==> config.mk <==
export PLATFORM = sky130hd
export DESIGN_NAME = muldiv_unit
export DESIGN_NICKNAME = d
export VERILOG_FILES = /design/src/rtl/muldiv_unit_pkg.sv /design/src/rtl/muldiv_datapath.sv /design/src/rtl/muldiv_unit.sv
export SDC_FILE = /design/constraint.sdc
export NUM_CORES = 1
export LEC_CHECK = 0
export CORE_ASPECT_RATIO = 1.2
export CORE_UTILIZATION = 55
export CTS_BUF_LIST = sky130_fd_sc_hd__clkbuf_16
export CTS_CLUSTER_DIAMETER = 100
export DETAILED_ROUTE_END_ITERATION = 10
export MAX_ROUTING_LAYER = met4
export PLACE_DENSITY = 0.75
export RECOVER_POWER = 100
export SYNTH_ARGS = -nofsm -noshare
export SYNTH_HDL_FRONTEND = slang
export SYNTH_HIERARCHICAL = 1
export SYNTH_SLANG_ARGS = --single-unit
==> constraint.sdc <==
create_clock -name clock -period 11.1 [get_ports clock]
set_input_delay 3.33 -clock clock [delete_from_list [all_inputs] [get_ports clock]]
set_output_delay 3.33 -clock clock [all_outputs]
set_load 0.05 [all_outputs]
==> src/rtl/muldiv_unit_pkg.sv <==
// Shared types for the RV32M multiply/divide unit.
// - instr_name_e    : operation names carried on the station feed bus (UNKNOWN = empty slot)
// - muldiv_state_e  : control FSM states
// - MuldivOps       : the M-extension subset of instr_name_e
// - is_muldiv/is_mul_op/is_div_op : operation classification helpers
package muldiv_unit_pkg;

    localparam int unsigned MuldivXlen = 32;

    typedef enum logic [5:0] {
        UNKNOWN,
        LUI,
        AUIPC,
        ADD,
        SUB,
        SLL,
        SLT,
        LW,
        SW,
        BEQ,
        JAL,
        MUL,
        MULH,
        MULHSU,
        MULHU,
        DIV,
        DIVU,
        REM,
        REMU
    } instr_name_e;

    typedef enum logic [1:0] {
        IDLE,
        CALC,
        DONE
    } muldiv_state_e;

    localparam int unsigned NumMuldivOps = 8;

    localparam instr_name_e MuldivOps [NumMuldivOps] = '{
        MUL, MULH, MULHSU, MULHU, DIV, DIVU, REM, REMU
    };

    function automatic logic is_muldiv(instr_name_e name);
        logic hit;
        hit = 1'b0;
        for (int i = 0; i < NumMuldivOps; i++) begin
            if (name == MuldivOps[i]) begin
                hit = 1'b1;
            end
        end
        return hit;
    endfunction

    function automatic logic is_mul_op(instr_name_e name);
        return name inside {MUL, MULH, MULHSU, MULHU};
    endfunction

    function automatic logic is_div_op(instr_name_e name);
        return name inside {DIV, DIVU, REM, REMU};
    endfunction

endpackage

==> src/rtl/muldiv_datapath.sv <==
// Iterative arithmetic core: shift-add multiplier and restoring divider sharing one
// accumulator pair, plus final sign correction and result selection.
// Ports:
//   clk_i, rst_ni      clock, asynchronous active-low reset
//   start_i            load operand magnitudes and sign/bypass flags from op_i/rs1_i/rs2_i
//   step_i             perform one iteration
//   finish_i           asserted with the last step_i; result_o is valid only then
//   op_i, rs1_i, rs2_i operation and raw operands, held stable by the caller
//   result_o           corrected result (zero when finish_i is low)
module muldiv_datapath
    import muldiv_unit_pkg::*;
#(
    parameter int unsigned XLEN = MuldivXlen
) (
    input  logic            clk_i,
    input  logic            rst_ni,
    input  logic            start_i,
    input  logic            step_i,
    input  logic            finish_i,
    input  instr_name_e     op_i,
    input  logic [XLEN-1:0] rs1_i,
    input  logic [XLEN-1:0] rs2_i,
    output logic [XLEN-1:0] result_o
);

    localparam logic [XLEN-1:0] MinNeg = {1'b1, {(XLEN-1){1'b0}}};

    // hi: product high half / partial remainder; lo: multiplier / dividend-quotient.
    logic [XLEN-1:0] hi_q, hi_d;
    logic [XLEN-1:0] lo_q, lo_d;
    logic [XLEN-1:0] opnd_q, opnd_d;   // multiplicand or divisor magnitude
    logic            q_neg_q, q_neg_d; // product / quotient sign
    logic            r_neg_q, r_neg_d; // remainder sign
    logic            div0_q, div0_d;
    logic            ovf_q, ovf_d;

    logic            a_signed, b_signed, a_neg, b_neg, div_op;
    logic [XLEN-1:0] a_mag, b_mag;
    logic [XLEN:0]   sum, shifted, diff;
    logic [2*XLEN-1:0] prod, prod_fix;
    logic [XLEN-1:0] quo_fix, rem_fix;

    always_comb begin
        div_op   = is_div_op(op_i);
        // MUL low half is sign-agnostic, so it runs as an unsigned product.
        a_signed = op_i inside {MULH, MULHSU, DIV, REM};
        b_signed = op_i inside {MULH, DIV, REM};
        a_neg    = a_signed & rs1_i[XLEN-1];
        b_neg    = b_signed & rs2_i[XLEN-1];
        a_mag    = a_neg ? (~rs1_i + 1'b1) : rs1_i;
        b_mag    = b_neg ? (~rs2_i + 1'b1) : rs2_i;

        hi_d    = hi_q;
        lo_d    = lo_q;
        opnd_d  = opnd_q;
        q_neg_d = q_neg_q;
        r_neg_d = r_neg_q;
        div0_d  = div0_q;
        ovf_d   = ovf_q;

        sum     = {1'b0, hi_q} + {1'b0, (lo_q[0] ? opnd_q : {XLEN{1'b0}})};
        shifted = {hi_q, lo_q[XLEN-1]};
        diff    = shifted - {1'b0, opnd_q};

        if (start_i) begin
            hi_d    = '0;
            lo_d    = div_op ? a_mag : b_mag;
            opnd_d  = div_op ? b_mag : a_mag;
            q_neg_d = a_neg ^ b_neg;
            r_neg_d = a_neg;
            div0_d  = (rs2_i == '0);
            ovf_d   = (op_i inside {DIV, REM}) && (rs1_i == MinNeg) && (rs2_i == '1);
        end else if (step_i) begin
            if (div_op) begin
                if (!diff[XLEN]) begin
                    hi_d = diff[XLEN-1:0];
                    lo_d = {lo_q[XLEN-2:0], 1'b1};
                end else begin
                    hi_d = shifted[XLEN-1:0];
                    lo_d = {lo_q[XLEN-2:0], 1'b0};
                end
            end else begin
                hi_d = sum[XLEN:1];
                lo_d = {sum[0], lo_q[XLEN-1:1]};
            end
        end
    end

    // Result is formed from the post-step values so the last step and selection share a cycle.
    always_comb begin
        prod     = {hi_d, lo_d};
        prod_fix = q_neg_q ? (~prod + 1'b1) : prod;
        quo_fix  = q_neg_q ? (~lo_d + 1'b1) : lo_d;
        rem_fix  = r_neg_q ? (~hi_d + 1'b1) : hi_d;
        result_o = '0;
        if (finish_i) begin
            case (op_i)
                MUL:                  result_o = prod_fix[XLEN-1:0];
                MULH, MULHSU, MULHU:  result_o = prod_fix[2*XLEN-1:XLEN];
                DIV, DIVU: begin
                    if (div0_q)     result_o = '1;
                    else if (ovf_q) result_o = MinNeg;
                    else            result_o = quo_fix;
                end
                REM, REMU: begin
                    if (div0_q)     result_o = rs1_i;
                    else if (ovf_q) result_o = '0;
                    else            result_o = rem_fix;
                end
                default:              result_o = '0;
            endcase
        end
    end

    always_ff @(posedge clk_i or negedge rst_ni) begin
        if (!rst_ni) begin
            hi_q    <= '0;
            lo_q    <= '0;
            opnd_q  <= '0;
            q_neg_q <= 1'b0;
            r_neg_q <= 1'b0;
            div0_q  <= 1'b0;
            ovf_q   <= 1'b0;
        end else begin
            hi_q    <= hi_d;
            lo_q    <= lo_d;
            opnd_q  <= opnd_d;
            q_neg_q <= q_neg_d;
            r_neg_q <= r_neg_d;
            div0_q  <= div0_d;
            ovf_q   <= ovf_d;
        end
    end

endmodule

==> src/rtl/muldiv_unit.sv <==
// RV32M execution unit fed by a reservation station and broadcasting on the CDB.
// Accepts one M op, pops it with a one-cycle `next`, iterates for ITERATIONS cycles
// (after one setup cycle), then requests the CDB and holds the result until granted.
// Tagged work is dropped on delete_tag.
// Ports:
//   clock, reset (async active-low)
//   feed_*       offered instruction from the station
//   delete_tag   speculative flush
//   next, busy   pop strobe and occupancy
//   cdb_request/cdb_grant, cdb_result/cdb_rrn/cdb_arn  broadcast handshake and payload
// Optional: define MULDIV_SINGLE_CYCLE_MUL_EN to compute MUL* with a combinational
// multiplier at the accept edge and go straight to DONE.
module muldiv_unit
    import muldiv_unit_pkg::*;
#(
    parameter int unsigned XLEN       = MuldivXlen,
    parameter int unsigned ITERATIONS = XLEN
) (
    input  logic            clock,
    input  logic            reset,
    input  instr_name_e     feed_instr_name,
    input  logic [XLEN-1:0] feed_data_1,
    input  logic [XLEN-1:0] feed_data_2,
    input  logic [5:0]      feed_rrn,
    input  logic [5:0]      feed_arn,
    input  logic            feed_tag,
    input  logic            delete_tag,
    output logic            next,
    output logic            busy,
    output logic            cdb_request,
    input  logic            cdb_grant,
    output logic [XLEN-1:0] cdb_result,
    output logic [5:0]      cdb_rrn,
    output logic [5:0]      cdb_arn
);

    localparam int unsigned CntW = (ITERATIONS > 1) ? $clog2(ITERATIONS) : 1;
    localparam logic [CntW-1:0] LastCnt = CntW'(ITERATIONS - 1);

    muldiv_state_e   state_q, state_d;
    logic [CntW-1:0] counter_q, counter_d;
    logic            setup_q, setup_d;   // first CALC cycle: load magnitudes
    logic            next_q;
    logic            tag_q, tag_d;
    instr_name_e     op_q, op_d;
    logic [XLEN-1:0] rs1_q, rs1_d, rs2_q, rs2_d;
    logic [5:0]      rrn_q, rrn_d, arn_q, arn_d;
    logic [XLEN-1:0] result_q, result_d;

    logic            accept, flush;
    logic            dp_start, dp_step, dp_finish;
    logic [XLEN-1:0] dp_result;

`ifdef MULDIV_SINGLE_CYCLE_MUL_EN
    logic [2*XLEN-1:0] sc_a, sc_b, sc_prod;
    logic [XLEN-1:0]   sc_result;

    always_comb begin
        sc_a = (feed_instr_name inside {MULH, MULHSU}) ?
               {{XLEN{feed_data_1[XLEN-1]}}, feed_data_1} : {{XLEN{1'b0}}, feed_data_1};
        sc_b = (feed_instr_name == MULH) ?
               {{XLEN{feed_data_2[XLEN-1]}}, feed_data_2} : {{XLEN{1'b0}}, feed_data_2};
        // Extended operands make the truncated product correct for every signedness.
        sc_prod   = sc_a * sc_b;
        sc_result = (feed_instr_name == MUL) ? sc_prod[XLEN-1:0] : sc_prod[2*XLEN-1:XLEN];
    end
`endif

    assign flush = delete_tag && tag_q;

    always_comb begin
        state_d   = state_q;
        counter_d = counter_q;
        setup_d   = setup_q;
        tag_d     = tag_q;
        op_d      = op_q;
        rs1_d     = rs1_q;
        rs2_d     = rs2_q;
        rrn_d     = rrn_q;
        arn_d     = arn_q;
        result_d  = result_q;
        accept    = 1'b0;
        dp_start  = 1'b0;
        dp_step   = 1'b0;
        dp_finish = 1'b0;

        unique case (state_q)
            IDLE: begin
                if (is_muldiv(feed_instr_name) && !(delete_tag && feed_tag)) begin
                    accept    = 1'b1;
                    op_d      = feed_instr_name;
                    rs1_d     = feed_data_1;
                    rs2_d     = feed_data_2;
                    rrn_d     = feed_rrn;
                    arn_d     = feed_arn;
                    tag_d     = feed_tag;
                    counter_d = '0;
                    setup_d   = 1'b1;
                    state_d   = CALC;
`ifdef MULDIV_SINGLE_CYCLE_MUL_EN
                    if (is_mul_op(feed_instr_name)) begin
                        setup_d  = 1'b0;
                        result_d = sc_result;
                        state_d  = DONE;
                    end
`endif
                end
            end
            CALC: begin
                if (flush) begin
                    state_d   = IDLE;
                    setup_d   = 1'b0;
                    counter_d = '0;
                end else if (setup_q) begin
                    dp_start = 1'b1;
                    setup_d  = 1'b0;
                end else begin
                    dp_step = 1'b1;
                    if (counter_q == LastCnt) begin
                        dp_finish = 1'b1;
                        result_d  = dp_result;
                        counter_d = '0;
                        state_d   = DONE;
                    end else begin
                        counter_d = counter_q + CntW'(1);
                    end
                end
            end
            DONE: begin
                // Flush takes priority; a coincident grant is simply left unused.
                if (flush || cdb_grant) begin
                    state_d = IDLE;
                end
            end
            default: state_d = IDLE;
        endcase
    end

    always_ff @(posedge clock or negedge reset) begin
        if (!reset) begin
            state_q   <= IDLE;
            counter_q <= '0;
            setup_q   <= 1'b0;
            next_q    <= 1'b0;
            tag_q     <= 1'b0;
            op_q      <= UNKNOWN;
            rs1_q     <= '0;
            rs2_q     <= '0;
            rrn_q     <= '0;
            arn_q     <= '0;
            result_q  <= '0;
        end else begin
            state_q   <= state_d;
            counter_q <= counter_d;
            setup_q   <= setup_d;
            next_q    <= accept;
            tag_q     <= tag_d;
            op_q      <= op_d;
            rs1_q     <= rs1_d;
            rs2_q     <= rs2_d;
            rrn_q     <= rrn_d;
            arn_q     <= arn_d;
            result_q  <= result_d;
        end
    end

    muldiv_datapath #(
        .XLEN (XLEN)
    ) u_datapath (
        .clk_i    (clock),
        .rst_ni   (reset),
        .start_i  (dp_start),
        .step_i   (dp_step),
        .finish_i (dp_finish),
        .op_i     (op_q),
        .rs1_i    (rs1_q),
        .rs2_i    (rs2_q),
        .result_o (dp_result)
    );

    assign next        = next_q;
    assign busy        = (state_q != IDLE);
    assign cdb_request = (state_q == DONE);
    assign cdb_result  = result_q;
    assign cdb_rrn     = rrn_q;
    assign cdb_arn     = arn_q;

endmodule
## After elaboration in Yosys (flattened, before gate mapping)

Cells that the tools add are included.
W data, S select, Z words.

| operators by class | value |
|---|---|
| mux-type cells | 56 |
| bitwise logic cells | 10 |
| eq/ne operators | 25 |
| add/sub/neg operators | 8 |
| reduce and logical (&&, ||, !) cells | 23 |

Operators by type and width:

| kind | count |
|---|---|
| $mux W32 | 19 |
| $add A32 B1 Y32 const B | 4 |
| $not A32 Y32 | 4 |
| $pmux W32 S4 | 1 |
| $add A64 B1 Y64 const B | 1 |
| $eq A32 B32 Y1 const B | 2 |
| $mux W64 | 1 |
| $not A64 Y64 | 1 |
| $eq A6 B4 Y1 const B | 10 |
| $eq A6 B5 Y1 const B | 6 |
| $add A32 B32 Y33 | 1 |
| $sub A33 B32 Y33 | 1 |
| $logic_not A32 Y1 | 1 |
| $mux W1 | 23 |
| $mux W5 | 4 |
| $mux W2 | 5 |
| $pmux W5 S2 | 1 |
| $reduce_and A4 Y1 | 2 |
| $reduce_bool A4 Y1 | 2 |
| $ne A3 B3 Y1 const B | 2 |
| $pmux W2 S3 | 1 |
| $reduce_bool A2 Y1 | 3 |
| $add A5 B1 Y5 const B | 1 |
| $eq A5 B5 Y1 const B | 1 |
| 17 further kinds | 25 |

| storage, ports and cells | value |
|---|---|
| bits of input ports | 87 |
| register bits | 224 |
| output and inout port bits | 47 |
| word-level logic and storage cells | 140 |

## Longest topological paths before layout

| logic depth | value |
|---|---|
| depth in word-level cells | 13 |
| gate-level depth with buffers | 23 |
| gate-level depth less buffers | 20 |

## Hierarchy

Netlist, hierarchy kept.

By module, submodules not included:

| module | sequential area each (um^2) | times used | cells each | area an instance (um^2) |
|---|---|---|---|---|
| muldiv_datapath | 2502.4 | 1 | 2167 | 15419.8 |
| muldiv_unit | 3103.0 | 1 | 302 | 5051.1 |

## Worst setup path after synthesis

No wires, ideal clock.

| timing | value |
|---|---|
| path kind | input-to-reg |
| from | input delete_tag |
| to | register result_q[31] (netlist: cdb_result[31]) |
| required time | 11.033 ns |
| stages on the path | 20 |
| buffers on the path | 8 |
| setup time | 0.067 ns |
| arrival time | 8.151 ns |
| path slack | 2.883 ns |
| cells stage by stage | and2_1 > nor2_1 > and2_1 > clkbuf_1 > clkbuf_1 > buf_2 > buf_2 > buf_2 > buf_2 > clkbuf_1 > a311oi_1 > a221oi_1 > nand4_1 > or4_4 > buf_6 > or4_4 > nor3_2 > mux2_2 > a31oi_1 > mux2_2 |

| on the way | value |
|---|---|
| elaborated cells between the ends (all ways) | 28 |
| those cells by class | add/sub: 3; mux: 19; bitwise: 4; reduce/logical: 2 |

RTL lines:

| element | RTL line | text |
|---|---|---|
| from (decl) | muldiv_unit.sv:27 | `input logic delete_tag,` |
| $logic_and A1 B1 Y1 (*) | muldiv_unit.sv:69 | `assign flush = delete_tag && tag_q;` |
| $mux W1 (*) | muldiv_unit.sv:110 | `if (flush) begin` |
| $mux W1 (*) | muldiv_unit.sv:87 | `unique case (state_q)` |
| net dp_start | muldiv_unit.sv:51 | `logic dp_start, dp_step, dp_finish;` |
| $mux W32 | muldiv_datapath.sv:65 | `if (start_i) begin` |
| $not A32 Y32 (on tied branches) | muldiv_datapath.sv:94, muldiv_datapath.sv:93 |  |
| $add A32 B1 Y32 (on tied branches) | muldiv_datapath.sv:94, muldiv_datapath.sv:93 |  |
| $mux W32 (on tied branches) | muldiv_datapath.sv:94, muldiv_datapath.sv:93 |  |
| $mux W32 (on tied branches) | muldiv_datapath.sv:107, muldiv_datapath.sv:102 |  |
| $mux W32 (on tied branches) | muldiv_datapath.sv:106, muldiv_datapath.sv:101 |  |
| $pmux W32 S4 (*) | muldiv_datapath.sv:97 | `case (op_i)` |
| $mux W32 (*) | muldiv_datapath.sv:96 | `if (finish_i) begin` |
| net dp_result[31] | muldiv_unit.sv:52 | `logic [XLEN-1:0] dp_result;` |
| to (signal assigned) | muldiv_unit.sv:163 | `result_q <= result_d;` |
| to (decl) | muldiv_unit.sv:48 | `logic [XLEN-1:0] result_q, result_d;` |

Mark *: on every way through the listed nets, which the timed path passes. The rest lies on a longest branch.
A chain may end at the register's enable or synchronous reset.

## Final worst setup path

| timing | value |
|---|---|
| from | input delete_tag |
| to | register result_q[18] (netlist: cdb_result[18]) |

| on the way | value |
|---|---|
| longest elaborated chain between the ends | 12 |
| elaborated cells between the ends (all ways) | 28 |
| those cells by class | add/sub: 3; mux: 19; bitwise: 4; reduce/logical: 2 |

Ends and longest elaborated chain:

| element | RTL line | text |
|---|---|---|
| $logic_and A1 B1 Y1 (*) | muldiv_unit.sv:69 |  |
| $mux W1 (*) | muldiv_unit.sv:110 |  |
| $mux W1 (*) | muldiv_unit.sv:87 |  |
| net dp_step | muldiv_unit.sv:51 |  |
| $mux W32 | muldiv_datapath.sv:73 | `end else if (step_i) begin` |
| $mux W32 | muldiv_datapath.sv:65 |  |
| $not A32 Y32 (on tied branches) | muldiv_datapath.sv:94, muldiv_datapath.sv:93 |  |
| $add A32 B1 Y32 (on tied branches) | muldiv_datapath.sv:94, muldiv_datapath.sv:93 |  |
| $mux W32 (on tied branches) | muldiv_datapath.sv:94, muldiv_datapath.sv:93 |  |
| $mux W32 (on tied branches) | muldiv_datapath.sv:107, muldiv_datapath.sv:102 |  |
| $mux W32 (on tied branches) | muldiv_datapath.sv:106, muldiv_datapath.sv:101 |  |
| $pmux W32 S4 (*) | muldiv_datapath.sv:97 |  |
| $mux W32 (*) | muldiv_datapath.sv:96 |  |
| net dp_result[18] | muldiv_unit.sv:52 |  |

Marked as above.

==> results by group <==
Logic synthesis
  • Post-Syn Area: 20500 µm²
  • Post-synth ARST share: 100%
  • Post-synth net total: 2629
  • Number of synthesized flops with an enable pin: 0
  • Cells after Synth: 2469
  • Synth top area share: 27.4%
  • Synth cell types: 108
  • Cell taking the most area after synthesis: dfrtp_1
  • Register bit total from synthesis: 224
  • Synth top area cells: dfrtp_1, nand2_1, xnor2_1
  • Post-Syn Area per Cell: 8.29 µm²
  • Synthesis Warnings: 6
  • Commonest register cell after synthesis: dfrtp_1
  • Top-count cell post-synth: nand2_1
  • Sequential element share of the synthesized area: 27.4%
  • Most frequent cells after synthesis: nand2_1, dfrtp_1, nor2_1

Placement
  • Port bufs: 133
  • Gpl congestion: 1.11
  • Detailed placement HPWL: 63.7 mm
  • Post-DP Area: 21900 µm²

Timing
  • Clock Skew: 0.0246 ns
  • Slew @ Worst Pin: 6.23 ns
  • Final Hold Vio Count: 0
  • Hold WS: 0.484 ns
  • Fin crit period: 10.06 ns
  • RSZ-0062 raised after global routing: false
  • Sum Neg Setup Slack: 0 ns
  • Slew HR: -315%
  • Final setup vio count: 0
  • Period utilization: 90.7%
  • Final Max Slew Viols: 255
  • Fmax: 99.4 MHz

Detailed routing
  • Routed wire length per instance: 28.5 µm
  • Vias per cell: 7.14
  • Initial detailed-routing violation count: 2811
  • Detailed Routing Iterations Pass 1: 7
  • Met3 wire length: 8.80 mm
  • Antenna viol nets, final: 0
  • Wire length on met2: 38.2 mm
  • Final WL: 85.3 mm
  • DR top layer: met4
  • Total number of vias: 21400
  • Drt drc: 0
  • Met1 Wirelength: 30.2 mm

Global route
  • First-pass GRT wire length: 125 mm
  • Largest net degree at the start of global routing: 125
  • Global route overflow: 0
  • Antenna violations before repair: 2
  • Gr usage total: 46.3%
  • Vias in the first global route: 20000

Finish
  • Area of the multi-input gates: 13600 µm²
  • Final Cell Area: 22600 µm²
  • Layout cell share with drive strength beyond 1: 6.26%
  • Fill cells: 3286
  • Area grow syn2layout: 10.5%
  • Layout Nets: 2661
  • Seq. cell area: 5610 µm²

Critical path
  • Critical path class: in -> reg
  • Crit path capture type: flop
  • Critical Path Source Type: input pin
  • Worst Path Required: 11.56 ns
  • Arrival time of the worst setup path: 10.52 ns
  • Worst Path Max Fanout: 29

Clocking
  • Hold_buf cts: 0
  • CTS Buf Count: 28
  • CTS sink cnt: 224
  • Setup bufs post-CTS: 0
  • H-Tree Depth: 1
  • CTS tree: yes
  • CTS Root Cell: clkbuf_16
  • Clock-pin slew on the worst setup and hold paths: 0.07 ns
  • Clock buffer depth: 3
  • Clk_lat worst skew: 0.58 ns
  • Post-cts sizing count: 0

Floorplan
  • Die ar.: 38000 µm²
  • Die width: 178 µm
  • Die height: 213 µm
  • Core area: 36800 µm²
  • IO Pins: 134
  • FP Rows: 77
  • Initial cell density of the core: 55.6%

Run status
  • Failing checks: max-capacitance violations, max-slew violations
  • Outcome: complete, but fails checks

Hold path
  • HP Class: reg -> reg

Run
  • MaxCap Viol Count: 4
[layout make-up]
cell class | instances | area share, %
Clock buffer | 29 | 3.21
Inverter | 84 | 1.39
Clock inverter | 23 | 1.08
Multi-Input combinational cell | 1995 | 60.0
Tap cell | 474 | 2.62
Antenna cell | 2 | 0.0221
Timing Repair Buffer | 168 | 6.84
Sequential cell | 224 | 24.8
[per-layer routing]
layer | vias up | GRT usage (%)
met5 | - | -
met3 | 451 | 8.71
li1 | 9321 | -
met4 | 0 | 36.3
met1 | 10100 | 53.7
met2 | 1550 | 70.4
[path summary, 6_finish.rpt]
check / startpoint / to / slack [ns] / depth (start not counted)
max in group asynchronous: reset / u_datapath/hi_q[0] / 2.04 / 2
min: cdb_result[24] / cdb_result[24] / 0.48 / 1
max reg2reg: u_datapath/hi_q[1] / cdb_result[18] / 3.06 / 18
min reg2reg: cdb_result[24] / cdb_result[24] / 0.48 / 1
min in group asynchronous: reset / u_datapath/opnd_q[18] / 5.33 / 1
max: delete_tag / cdb_result[18] / 1.04 / 20
[per-stage QoR]
stage               util (%)  std cells  setup slack (ns)
floorplan                  -       2469              2.88
global placement        59.5       2945              1.76
detailed placement      59.5       2945              1.61
CTS                     62.2       2997              2.13
global route            61.4       2999             0.810
finish                  61.4       2999              1.04
[layout by cell type, fill, tap and decap left out, types with 29 or more instances in the layout]
master / count
nor3_1: 59
nor2_1: 181
o21ai_0: 145
mux2i_1: 35
a21oi_1: 156
clkdlybuf4s50_1: 83
nand3_1: 71
clkbuf_16: 29
ha_1: 71
xor2_1: 56
mux2_2: 33
xnor2_1: 102
nand2_1: 253
nand4_1: 40
mux2_1: 86
o211ai_1: 44
dlygate4sd3_1: 49
dfrtp_1: 224
and2_1: 42
a31oi_1: 45
inv_1: 84
nor4_1: 31
or3_1: 46
[logic make-up (layout without fill, tap and decap cells)]
logic type,Yosys count,after routing,share of synthesized area (%)
multiplexers,154,154,9.12
adder cells (fa/ha/maj),73,73,4.54
buffers and inverters,250,304,5.51
other,0,2,0
AND/OR/NAND/NOR,875,875,21.8
AO/OA/AOI/OAI,735,735,24.9
XOR/XNOR,158,158,6.76
flip-flops,224,224,27.4
[worst max-delay path, cell delays in order]
cell           delay, ns
dlygate4sd3_1       0.58
and2_0              0.22
nor3_4              0.29
clkbuf_1            1.07
clkinv_1            0.62
nor2_1              0.35
nand2_1             0.17
nor2_1              0.21
and4_1              0.32
or3_1               0.17
ha_1                0.18
nand2_1             0.13
or4_1               0.66
nor4_4              0.44
nand4_1             0.43
o31ai_1             0.46
xnor2_1             0.13
a221oi_1            0.33
a21oi_1             0.10
mux2_1              0.29
[sequential cells by signal, indices dropped and copies added, names as in the netlist, 5 cells and up]
| signal | flops |
|---|---|
| cdb_arn | 6 |
| cdb_result | 32 |
| u_datapath/opnd_q | 32 |
| u_datapath/hi_q | 32 |
| counter_q | 5 |
| cdb_rrn | 6 |
| u_datapath/lo_q | 32 |
| rs2_q | 32 |
| rs1_q | 32 |
| op_q | 6 |
Power is not shown: default switching activity piles up to over one toggle a cycle in this logic, so the estimate is an artifact.
